### config.mk
export PLATFORM = sky130hd
export DESIGN_NAME = hazard_ctrl_flat
export DESIGN_NICKNAME = d
export VERILOG_FILES = /design/src/rtl/hazard_ctrl_if.sv /design/src/rtl/hazard_ctrl.sv /design/src/flat_wrapper.sv
export SDC_FILE = /design/constraint.sdc
export NUM_CORES = 1
export LEC_CHECK = 0
export CAP_MARGIN = 15
export CORE_AREA = 2 2 39 41
export DETAILED_ROUTE_END_ITERATION = 10
export DIE_AREA = 0 0 41 43
export PLACE_DENSITY_LB_ADDON = 0.3
export RECOVER_POWER = 25
export REMOVE_ABC_BUFFERS = 1
export SLEW_MARGIN = 20
export SYNTH_ARGS = -nofsm -noshare
export SYNTH_HDL_FRONTEND = slang
export SYNTH_SLANG_ARGS = --single-unit
### constraint.sdc
create_clock -name clk -period 2.22 [get_ports clk]
set_input_delay 0.666 -clock clk [delete_from_list [all_inputs] [get_ports clk]]
set_output_delay 0.666 -clock clk [all_outputs]
set_load 0.02 [all_outputs]
### src/rtl/hazard_ctrl_if.sv
// hazard_ctrl_if: groups the decode/execute observation signals and the
// stop/flush controls exchanged between the pipeline and the hazard controller.
// The pipeline side uses the master modport; the controller uses the slave modport.
interface hazard_ctrl_if;
    // ID-stage operand information
    logic [4:0] id_rs1_i;
    logic [4:0] id_rs2_i;
    logic       id_rs1_used_i;
    logic       id_rs2_used_i;
    logic       id_valid_i;
    // EX-stage instruction information
    logic       ex_mem_read_i;
    logic [4:0] ex_wR_i;
    logic [1:0] ex_pc_sel_i;
    logic       ex_discard_i;
    // Pipeline controls
    logic       pc_stop_o;
    logic       if_id_stop_o;
    logic       id_ex_stop_o;
    logic       if_id_flush_o;
    logic       id_flush_o;
    logic       busy_o;

    modport master (
        output id_rs1_i, id_rs2_i, id_rs1_used_i, id_rs2_used_i, id_valid_i,
        output ex_mem_read_i, ex_wR_i, ex_pc_sel_i, ex_discard_i,
        input  pc_stop_o, if_id_stop_o, id_ex_stop_o, if_id_flush_o, id_flush_o, busy_o
    );

    modport slave (
        input  id_rs1_i, id_rs2_i, id_rs1_used_i, id_rs2_used_i, id_valid_i,
        input  ex_mem_read_i, ex_wR_i, ex_pc_sel_i, ex_discard_i,
        output pc_stop_o, if_id_stop_o, id_ex_stop_o, if_id_flush_o, id_flush_o, busy_o
    );
endinterface

### src/rtl/hazard_ctrl.sv
// hazard_ctrl: load-use stall and redirect flush sequencer for the 5-stage core.
// A load in EX whose destination is read by the valid ID instruction holds
// PC and IF/ID and bubbles ID/EX for LOAD_STALL cycles. A taken redirect
// resolved in EX discards the wrong-path IF/ID and ID instructions, keeping
// the IF/ID discard asserted for FLUSH_CYCLES cycles. Redirects always win.
// Optional build macro HAZARD_PERF_CNT_EN adds saturating 32-bit counters of
// stall cycles (stall_cnt_o) and flush cycles (flush_cnt_o).
module hazard_ctrl #(
    parameter int unsigned LOAD_STALL   = 1,
    parameter int unsigned FLUSH_CYCLES = 1
) (
    input  logic         clk,
    input  logic         rst_n,
    hazard_ctrl_if.slave bus
`ifdef HAZARD_PERF_CNT_EN
    ,
    output logic [31:0]  stall_cnt_o,
    output logic [31:0]  flush_cnt_o
`endif
);

    // Out-of-range configurations are rejected at elaboration.
    if ((LOAD_STALL < 1) || (LOAD_STALL > 7)) begin : g_bad_load_stall
        $error("hazard_ctrl: LOAD_STALL must be in 1..7");
    end
    if ((FLUSH_CYCLES < 1) || (FLUSH_CYCLES > 3)) begin : g_bad_flush_cycles
        $error("hazard_ctrl: FLUSH_CYCLES must be in 1..3");
    end

    // Counter value loaded on entry: the entry cycle itself is the first
    // stall/flush cycle, so the counters track the remaining ones.
    localparam logic [2:0] STALL_RELOAD = 3'(LOAD_STALL - 1);
    localparam logic [2:0] FLUSH_RELOAD = 3'(FLUSH_CYCLES - 1);
    localparam bit         STALL_MULTI  = (LOAD_STALL > 1);
    localparam bit         FLUSH_MULTI  = (FLUSH_CYCLES > 1);

    typedef enum logic [1:0] {
        ST_RUN   = 2'd0,
        ST_STALL = 2'd1,
        ST_FLUSH = 2'd2
    } state_e;

    state_e     state_q, state_d;
    logic [2:0] stall_cnt_q, stall_cnt_d;
    logic [2:0] flush_cnt_q, flush_cnt_d;

    logic rs1_match;
    logic rs2_match;
    logic hazard;
    logic redirect;

    logic stop;
    logic flush_ifid;
    logic flush_id;

    // Hazard and redirect detection on the current ID/EX contents.
    always_comb begin
        rs1_match = bus.id_rs1_used_i && (bus.id_rs1_i == bus.ex_wR_i);
        rs2_match = bus.id_rs2_used_i && (bus.id_rs2_i == bus.ex_wR_i);
        // x0 is never written, and a discarded (wrong-path) load never stalls.
        hazard    = bus.ex_mem_read_i && !bus.ex_discard_i && bus.id_valid_i &&
                    (bus.ex_wR_i != 5'd0) && (rs1_match || rs2_match);
        redirect  = (bus.ex_pc_sel_i != 2'b00) && !bus.ex_discard_i;
    end

    // Next-state and control outputs; redirect takes priority everywhere.
    always_comb begin
        state_d     = state_q;
        stall_cnt_d = stall_cnt_q;
        flush_cnt_d = flush_cnt_q;
        stop        = 1'b0;
        flush_ifid  = 1'b0;
        flush_id    = 1'b0;

        case (state_q)
            ST_RUN: begin
                if (redirect) begin
                    flush_ifid = 1'b1;
                    flush_id   = 1'b1;
                    if (FLUSH_MULTI) begin
                        state_d     = ST_FLUSH;
                        flush_cnt_d = FLUSH_RELOAD;
                    end
                end else if (hazard) begin
                    stop = 1'b1;
                    if (STALL_MULTI) begin
                        state_d     = ST_STALL;
                        stall_cnt_d = STALL_RELOAD;
                    end
                end
            end

            ST_STALL: begin
                if (redirect) begin
                    // The stalled ID instruction is wrong-path: abandon the stall.
                    flush_ifid  = 1'b1;
                    flush_id    = 1'b1;
                    stall_cnt_d = 3'd0;
                    if (FLUSH_MULTI) begin
                        state_d     = ST_FLUSH;
                        flush_cnt_d = FLUSH_RELOAD;
                    end else begin
                        state_d     = ST_RUN;
                    end
                end else begin
                    stop = 1'b1;
                    if (stall_cnt_q <= 3'd1) begin
                        state_d     = ST_RUN;
                        stall_cnt_d = 3'd0;
                    end else begin
                        stall_cnt_d = stall_cnt_q - 3'd1;
                    end
                end
            end

            ST_FLUSH: begin
                // Hazards are ignored here: ID holds a wrong-path instruction.
                flush_ifid = 1'b1;
                if (redirect) begin
                    flush_id    = 1'b1;
                    flush_cnt_d = FLUSH_RELOAD;
                end else if (flush_cnt_q <= 3'd1) begin
                    state_d     = ST_RUN;
                    flush_cnt_d = 3'd0;
                end else begin
                    flush_cnt_d = flush_cnt_q - 3'd1;
                end
            end

            default: begin
                state_d     = ST_RUN;
                stall_cnt_d = 3'd0;
                flush_cnt_d = 3'd0;
            end
        endcase
    end

    // State and counter registers.
    always_ff @(posedge clk or negedge rst_n) begin
        if (!rst_n) begin
            state_q     <= ST_RUN;
            stall_cnt_q <= 3'd0;
            flush_cnt_q <= 3'd0;
        end else begin
            state_q     <= state_d;
            stall_cnt_q <= stall_cnt_d;
            flush_cnt_q <= flush_cnt_d;
        end
    end

    // The detection path is combinational from the inputs, so the controls are
    // also qualified by rst_n to keep them quiet for the whole reset window.
    assign bus.pc_stop_o     = stop & rst_n;
    assign bus.if_id_stop_o  = stop & rst_n;
    assign bus.id_ex_stop_o  = stop & rst_n;
    assign bus.if_id_flush_o = flush_ifid & rst_n;
    assign bus.id_flush_o    = flush_id & rst_n;
    assign bus.busy_o        = (state_q != ST_RUN);

`ifdef HAZARD_PERF_CNT_EN
    logic [31:0] perf_stall_q;
    logic [31:0] perf_flush_q;

    function automatic logic [31:0] sat_inc(input logic [31:0] v);
        return (v == 32'hffff_ffff) ? v : (v + 32'd1);
    endfunction

    // Saturating counts of stall cycles and IF/ID flush cycles.
    always_ff @(posedge clk or negedge rst_n) begin
        if (!rst_n) begin
            perf_stall_q <= 32'd0;
            perf_flush_q <= 32'd0;
        end else begin
            if (stop) begin
                perf_stall_q <= sat_inc(perf_stall_q);
            end
            if (flush_ifid) begin
                perf_flush_q <= sat_inc(perf_flush_q);
            end
        end
    end

    assign stall_cnt_o = perf_stall_q;
    assign flush_cnt_o = perf_flush_q;
`endif

endmodule

### src/flat_wrapper.sv
// flat-port wrapper written by rule: the top's interface ports become plain ports
module hazard_ctrl_flat 
#(
    parameter int unsigned LOAD_STALL   = 1,
    parameter int unsigned FLUSH_CYCLES = 1
)
  (clk, rst_n, bus_id_rs1_i, bus_id_rs2_i, bus_id_rs1_used_i, bus_id_rs2_used_i, bus_id_valid_i, bus_ex_mem_read_i, bus_ex_wR_i, bus_ex_pc_sel_i, bus_ex_discard_i, bus_pc_stop_o, bus_if_id_stop_o, bus_id_ex_stop_o, bus_if_id_flush_o, bus_id_flush_o, bus_busy_o);
  hazard_ctrl_if bus_i ();
  input  logic clk;
  input  logic rst_n;
  input wire logic [$bits(bus_i.id_rs1_i)-1:0] bus_id_rs1_i;
  input wire logic [$bits(bus_i.id_rs2_i)-1:0] bus_id_rs2_i;
  input wire logic [$bits(bus_i.id_rs1_used_i)-1:0] bus_id_rs1_used_i;
  input wire logic [$bits(bus_i.id_rs2_used_i)-1:0] bus_id_rs2_used_i;
  input wire logic [$bits(bus_i.id_valid_i)-1:0] bus_id_valid_i;
  input wire logic [$bits(bus_i.ex_mem_read_i)-1:0] bus_ex_mem_read_i;
  input wire logic [$bits(bus_i.ex_wR_i)-1:0] bus_ex_wR_i;
  input wire logic [$bits(bus_i.ex_pc_sel_i)-1:0] bus_ex_pc_sel_i;
  input wire logic [$bits(bus_i.ex_discard_i)-1:0] bus_ex_discard_i;
  output wire logic [$bits(bus_i.pc_stop_o)-1:0] bus_pc_stop_o;
  output wire logic [$bits(bus_i.if_id_stop_o)-1:0] bus_if_id_stop_o;
  output wire logic [$bits(bus_i.id_ex_stop_o)-1:0] bus_id_ex_stop_o;
  output wire logic [$bits(bus_i.if_id_flush_o)-1:0] bus_if_id_flush_o;
  output wire logic [$bits(bus_i.id_flush_o)-1:0] bus_id_flush_o;
  output wire logic [$bits(bus_i.busy_o)-1:0] bus_busy_o;
  assign bus_i.id_rs1_i = bus_id_rs1_i;
  assign bus_i.id_rs2_i = bus_id_rs2_i;
  assign bus_i.id_rs1_used_i = bus_id_rs1_used_i;
  assign bus_i.id_rs2_used_i = bus_id_rs2_used_i;
  assign bus_i.id_valid_i = bus_id_valid_i;
  assign bus_i.ex_mem_read_i = bus_ex_mem_read_i;
  assign bus_i.ex_wR_i = bus_ex_wR_i;
  assign bus_i.ex_pc_sel_i = bus_ex_pc_sel_i;
  assign bus_i.ex_discard_i = bus_ex_discard_i;
  assign bus_pc_stop_o = bus_i.pc_stop_o;
  assign bus_if_id_stop_o = bus_i.if_id_stop_o;
  assign bus_id_ex_stop_o = bus_i.id_ex_stop_o;
  assign bus_if_id_flush_o = bus_i.if_id_flush_o;
  assign bus_id_flush_o = bus_i.id_flush_o;
  assign bus_busy_o = bus_i.busy_o;
  hazard_ctrl #(.LOAD_STALL(LOAD_STALL), .FLUSH_CYCLES(FLUSH_CYCLES)) u_core (.clk(clk), .rst_n(rst_n), .bus(bus_i));
endmodule
-- Word-level counts from Yosys, hierarchy flattened
Index checks and enable logic that the tools add are counted.
- register bits: 8
- input bits: 24
- output and inout port bits: 6
- logic and storage cells: 53
- $add $sub $neg: 2
- magnitude comparators: 2
- equal/unequal tests: 7
- multiplexer cells: 18
- bitwise gates (word level): 4
- reductions and logical operators: 17
- operators by type and width (kind ; count):
    $mux 3 ; 4
    $pmux 3 s2 ; 2
    $eq 5x5->1 ; 2
    $mux 2 ; 4
    $logic_and 1x1->1 ; 7
    $le 3x1->1 const B ; 2
    $pmux 2 s3 ; 1
    $sub 3x1->3 const B ; 2
    $mux 1 ; 5
    $reduce_bool 5->1 ; 1
    $pmux 1 s2 ; 2
    $reduce_and 4->1 ; 1
    $reduce_bool 2->1 ; 2
    $reduce_or 2->1 ; 2
    $and 1x1->1 ; 3
    $ne 3x1->1 const B ; 1
    $reduce_or 3->1 ; 1
    $eq 2x1->1 const B ; 1
    $eq 2x2->1 const B ; 1
    $logic_not 2->1 ; 1
    $ne 2x1->1 const B ; 1
    $ne 2x2->1 const B ; 1
    $logic_not 1->1 ; 1
    $logic_or 1x1->1 ; 1
    $not 1->1 ; 1

-- Logic depth before layout (Yosys ltp)
Gate-level depths: netlist of the first run.
- depth in word-level cells: 9
- gate-level depth with buffers: 5
- depth with buffers taken out: 4

-- Worst setup path after synthesis of the first run
OpenSTA, ideal clock, no wires.
- path type: in2out
- start: input bus_ex_wR_i[2]
- end: output bus_if_id_stop_o
- arrival time: 1844 ps
- required time: 1554 ps
- slack: -290 ps
- stages: 5
- buffers on the path: 1
- path through: xor2_1 -> nor4_2 -> nand3_1 -> a21oi_1 -> buf_4
- longest elaborated chain between the ends: 8
- elaborated cells on any way between the ends: 12
- those cells by class: eq/ne (2); mux (3); bitwise (1); reduce/logical (6)
- ends and longest elaborated chain (item ; RTL line ; RTL):
    start: declaration ; flat_wrapper.sv:17 ; input wire logic [$bits(bus_i.ex_wR_i)-1:0] bus_ex_wR_i;
    $eq 5x5->1 (on tied branches) ; hazard_ctrl.sv:58, hazard_ctrl.sv:59 ;
    $logic_and 1x1->1 (on tied branches) ; hazard_ctrl.sv:58, hazard_ctrl.sv:59 ;
    $logic_or 1x1->1 ; hazard_ctrl.sv:62 ; (bus.ex_wR_i != 5'd0) && (rs1_match || rs2_match);
    $logic_and 1x1->1 (*) ; hazard_ctrl.sv:62 ;
    $mux 1 (*) ; hazard_ctrl.sv:84 ; end else if (hazard) begin
    $mux 1 (*) ; hazard_ctrl.sv:77 ; if (redirect) begin
    $pmux 1 s2 (*) ; hazard_ctrl.sv:75 ; case (state_q)
    $and 1x1->1 (*) ; - ;
    end: declaration ; flat_wrapper.sv:21 ; output wire logic [$bits(bus_i.if_id_stop_o)-1:0] bus_if_id_stop_o;
Mark *: on every way between the ends. The rest lies on a longest branch, timed or not.

-- Final worst setup path of the first run
- start: input bus_ex_discard_i
- end: output bus_pc_stop_o
- longest elaborated chain between the ends: 9
- elaborated cells on any way between the ends: 11
- those cells by class: mux (4); bitwise (1); reduce/logical (6)
- ends and longest elaborated chain (item ; RTL line ; RTL):
    start: declaration ; flat_wrapper.sv:19 ; input wire logic [$bits(bus_i.ex_discard_i)-1:0] bus_ex_discard_i;
    $logic_not 1->1 (*) ; hazard_ctrl.sv:61, hazard_ctrl.sv:63 ;
    $logic_and 1x1->1 (3 in a row) ; hazard_ctrl.sv:61 ; hazard = bus.ex_mem_read_i && !bus.ex_discard_i && bus.id_valid_i &&
    $logic_and 1x1->1 ; hazard_ctrl.sv:62 ;
    $mux 1 ; hazard_ctrl.sv:84 ;
    $mux 1 ; hazard_ctrl.sv:77 ;
    $pmux 1 s2 (*) ; hazard_ctrl.sv:75 ;
    $and 1x1->1 (*) ; hazard_ctrl.sv:153 ; assign bus.pc_stop_o = stop & rst_n;
    end: declaration ; flat_wrapper.sv:20 ; output wire logic [$bits(bus_i.pc_stop_o)-1:0] bus_pc_stop_o;
Marked as above.

==> results_dict.tcl, run 1 <==
set metrics [dict create \
    status "complete, but fails checks" \
    violations "negative setup slack" \
    tns_ns -0.364 \
    crit_fanout 3 \
    start_kind "input pin" \
    hold_ws_ns 1.78 \
    ir_worst_vdd_mv 0.0481 \
    avgSynthCellArea_um2 7.09 \
    rsz0062_at_grt "true" \
    period_share 1.06 \
    seq_cells 0 \
    crit_end "bus_pc_stop_o" \
    hold_path.class "input pin to output pin" \
    grt_first_pass_wirelength_um 972 \
    arrival_ns 1.69 \
    vias_per_cell 3.80 \
    endpoint_kind "output pin" \
    start_util 0.138 \
    n_antenna_cell 0 \
    max_cap_viol_count 0 \
    final_core_util 0.361 \
    grt_usage 0.0739 \
    ys_seq_area_frac 0 \
    dp_cells 69 \
    drv_slew 0 \
    worst_slack_ns -0.131 \
    placed_area_um2 477 \
    antenna_found_initial 0 \
    setup_viol 3 \
    die_x_um 41 \
    gp_congestion 0.630 \
    cts_hold_buf 0 \
    critPathLaunch "bus_ex_discard_i" \
    grt_max_degree 4 \
    p_leak_uw 0.000231 \
    fin_area_um2 499 \
    core-area_um2 1380 \
    critPathRequiredTime_ns 1.55 \
    synth_cell_types 13 \
    vias 262 \
    num-fill-cells 163 \
    syn_area_um2 191 \
    layout-drive-gt1-share 0.509 \
    drt-wirelength-per-cell_um 9.51 \
    ys_warn_count 0 \
    path_class "input pin to output pin" \
    chipHeight_um 43 \
    clkbuf_count 0 \
    post_layout_nonfiller_instances 69 \
    regArea_um2 0 \
    grt_pass1_vias 262 \
    port_buffers 28 \
    num_rows 14 \
    drt_iter0_drc 1 \
    design.die.area_um2 1760 \
    wirelength_um 656 \
    min_period_ns 2.35 \
    fmax_ghz 0.425 \
    syn_to_final_growth_pct 161 \
    powerDensity_nw_per_um2 151 \
    synthCells 27 \
    num_io_pins 30 \
    hold_viol 0 \
    final_nets 79 \
    grt_remaining_overflow 0 \
    ant_nets 0 \
    drc 0 \
    dr.pass1.iters 2 \
]
-- worst min-delay path by stage --
stage,startpoint,to,slack [ns],cells after the start
5_1_grt,bus_id_rs1_i[1],bus_id_ex_stop_o,1.83,5
4_1_cts,bus_ex_wR_i[0],bus_if_id_stop_o,1.87,6
3_3_place_gp,rst_n,bus_id_flush_o,2.41,4
2_1_floorplan,rst_n,bus_id_flush_o,1.56,2
3_5_place_dp,bus_id_rs1_used_i,bus_if_id_stop_o,2.41,4
6_report,bus_id_rs1_i[1],bus_id_ex_stop_o,1.78,5
-- layout by cell type (no fill, tap or decap), drive strengths merged --
cell           instances
buf                   14
xor2                   8
dlygate4sd2            6
clkbuf                 4
nor4                   3
xnor2                  2
nand3                  2
nor2                   2
dlymetal6s2s           2
clkdlybuf4s15          2
clkdlybuf4s50          2
or4                    1
nand2                  1
nand2b                 1
o21ai                  1
a21oi                  1
conb                   1
-- synth_stat cells, drive strengths merged --
library cell,n,area [um2]
or4,1,7.51
nand3,2,10.0
o21ai,1,5.00
conb,1,3.75
buf,4,30.0
xor2,8,70.1
nand2,1,3.75
nand2b,1,6.26
nor4,3,25.0
xnor2,2,17.5
nor2,2,7.51
a21oi,1,5.00
-- worst max-delay path: stages --
cell and delay, ns:
dlygate4sd2_1 0.23, nand2b_4 0.15, nor4_4 0.22, o21ai_2 0.09, a21oi_2 0.17, buf_4 0.17
-- repair_timing --
action / CTS / global route
endpoints found under the setup margin: 5 / 5
pin swaps: 13 / 10
cloned: 0 / 0
setup buffers: 0 / 0
gates resized for setup: 73 / 18
-- where the power goes --
part	switching, uW	internal [uW]	total (uW)
clock	0	0	0
sequential	0	0	0
combinational	31.0	44.4	75.4
-- cells by family (layout without fill, tap and decap cells) --
group / count (synthesis) / in the layout / synth area share
other cells: 1 / 1 / 0.0196
xor+xnor: 10 / 10 / 0.458
simple gates: 10 / 10 / 0.314
compound gates: 2 / 2 / 0.0522
buf+inv: 4 / 30 / 0.157
-- per-stage QoR --
stage	worst slack, ns	power (uW)
3_5_place_dp	-1.07	76.7
3_3_place_gp	-1.06	76.3
6_report	-0.131	75.4
2_1_floorplan	-0.540	22.3
5_1_grt	-0.222	82.3
4_1_cts	-0.181	71.6
-- layout make-up --
cell class                      instances  area, um2  area share
Multi-Input combinational cell         23        219       0.439
Tap cell                               16       20.0      0.0401
Timing Repair Buffer                   30        260       0.521
-- routing by layer --
metal  track usage  share of wire  vias to the layer above
met5             0              0                        -
met4             0              0                        0
met3       0.00524          0.095                        0
met2         0.150           0.55                       12
met1        0.0791           0.35                      112
li1              -              -                      138
Note: power is estimated with default switching activity, not from simulation.
==> run 2, diff against run 1 <==
Settings changed: ABC_CLOCK_PERIOD_IN_PS set to 2220, CELL_PAD_IN_SITES_DETAIL_PLACEMENT set to 0, CELL_PAD_IN_SITES_GLOBAL_PLACEMENT set to 1, CORE_AREA 2 2 39 41 to 2 2 42 44, DIE_AREA 0 0 41 43 to 0 0 44 46, GPL_ROUTABILITY_DRIVEN set to 0.
==> run 2 against run 1 <==
Against the previous run:
- the run still ends with negative setup slack left
- largest cell class unchanged
- sequential share of layout area stayed put
- first-iteration DRC count stayed put
- highest routed layer unchanged
- fmax is 0.56% higher
- critical path depth is 1 lower
- critical path type unchanged
==> results_dict.tcl, run 2 (same netlist as run 1, synthesis figures left out) <==
set metrics [dict create \
    status "complete, but fails checks" \
    violations "negative setup slack" \
    core-area_um2 1610 \
    crit_fanout 3 \
    grt_pass1_vias 280 \
    drt_iter0_drc 1 \
    path_class "input pin to output pin" \
    drv_slew 0 \
    layout_common_cells "8 x xor2_1, 7 x buf_6, 7 x dlygate4sd2_1" \
    grt_usage 0.0712 \
    setup_viol 3 \
    rsz0062_at_grt "true" \
    grt_first_pass_wirelength_mm 1.15 \
    n_antenna_cell 0 \
    final_common_cell "xor2_1" \
    max_cap_viol_count 0 \
    start_util 0.119 \
    port_buffers 28 \
    tns_ns -0.354 \
    period_share 1.05 \
    fmax_ghz 0.428 \
    hold_viol 0 \
    chipHeight_um 46 \
    endpoint_kind "output pin" \
    wirelength_um 735 \
    design.die.area_um2 2020 \
    vias 283 \
    ir_worst_vdd_mv 0.0488 \
    p_leak_uw 0.000221 \
    clkbuf_count 0 \
    drt-wirelength-per-cell_um 10.5 \
    num_rows 15 \
    dr.pass1.iters 2 \
    grt_max_degree 4 \
    final_nets 79 \
    die_x_um 44 \
    hold_path.class "input pin to output pin" \
    grt_remaining_overflow 0 \
    min_period_ns 2.34 \
    regArea_um2 0 \
    arrival_ns 1.67 \
    powerDensity_nw_per_um2 152 \
    cts_setup_buffers 0 \
    antenna_found_initial 0 \
    num_io_pins 30 \
    cts_hold_buf 0 \
    total_power_uw 72.5 \
    seq_cells 0 \
    vias_per_cell 4.04 \
    start_kind "input pin" \
    final_core_util 0.296 \
    ant_nets 0 \
    drc 0 \
    syn_to_final_growth_pct 150 \
    worst_slack_ns -0.118 \
    layout-drive-gt1-share 0.453 \
    critPathRequiredTime_ns 1.55 \
]
==> run 2: cell types whose count changed in the layout (fill, tap and decap cells not counted), sizes merged <==
cell          change
buf               +2
clkbuf            -2
dlygate4sd2       +1
dlymetal6s2s      -1
==> run 2: power by group <==
group,leakage (uW),internal (uW),switching [uW]
Clock,0,0,0
Sequential,0,0,0
Combinational,0.000221,43.4,29.0
Total,0.000221,43.4,29.0
==> run 2: layout make-up <==
type,count,area (um2)
fillers,203,1140
multi-input cells,23,198
well taps,17,21.3
repair buffers,30,259
==> run 2: what timing repair did <==
action | in CTS | in global routing
endpoints found under the setup margin | 5 | 5
hold endpoints to repair | 0 | 0
resized for setup | 83 | 8
gates cloned | 0 | 0
pin swaps | 15 | 0
==> run 2: worst max-delay path, cell delays in order <==
cell and delay, ns:
buf_2 0.12, or4_4 0.51, o21ai_2 0.16, a21oi_2 0.06, buf_4 0.16
==> run 2: routing by layer <==
layer | global-route usage | up-vias | routed length (um)
li1 | - | 139 | -
met1 | 0.0860 | 121 | 270
met2 | 0.135 | 23 | 348
met3 | 0.0159 | 0 | 116
met4 | 0 | 0 | 0
met5 | 0 | - | 0
==> run 2: metrics by stage <==
stage / cells / hold slack (ns) / cell area, um2 / setup WS (ns)
6_report: 70 / 1.79 / 478 / -0.118
5_1_grt: 70 / 1.82 / 478 / -0.201
4_1_cts: 70 / 1.88 / 468 / -0.164
3_5_place_dp: 70 / 2.41 / 478 / -1.11
3_3_place_gp: 70 / 2.41 / 478 / -1.04
2_1_floorplan: 23 / 1.56 / 161 / -0.540
==> run 2: path summary, 6_finish.rpt <==
kind	slack [ns]	cells after the start	startpoint	endpoint
min	1.79	5	bus_id_rs2_i[0]	bus_id_ex_stop_o
max	-0.12	5	bus_ex_wR_i[2]	bus_if_id_stop_o
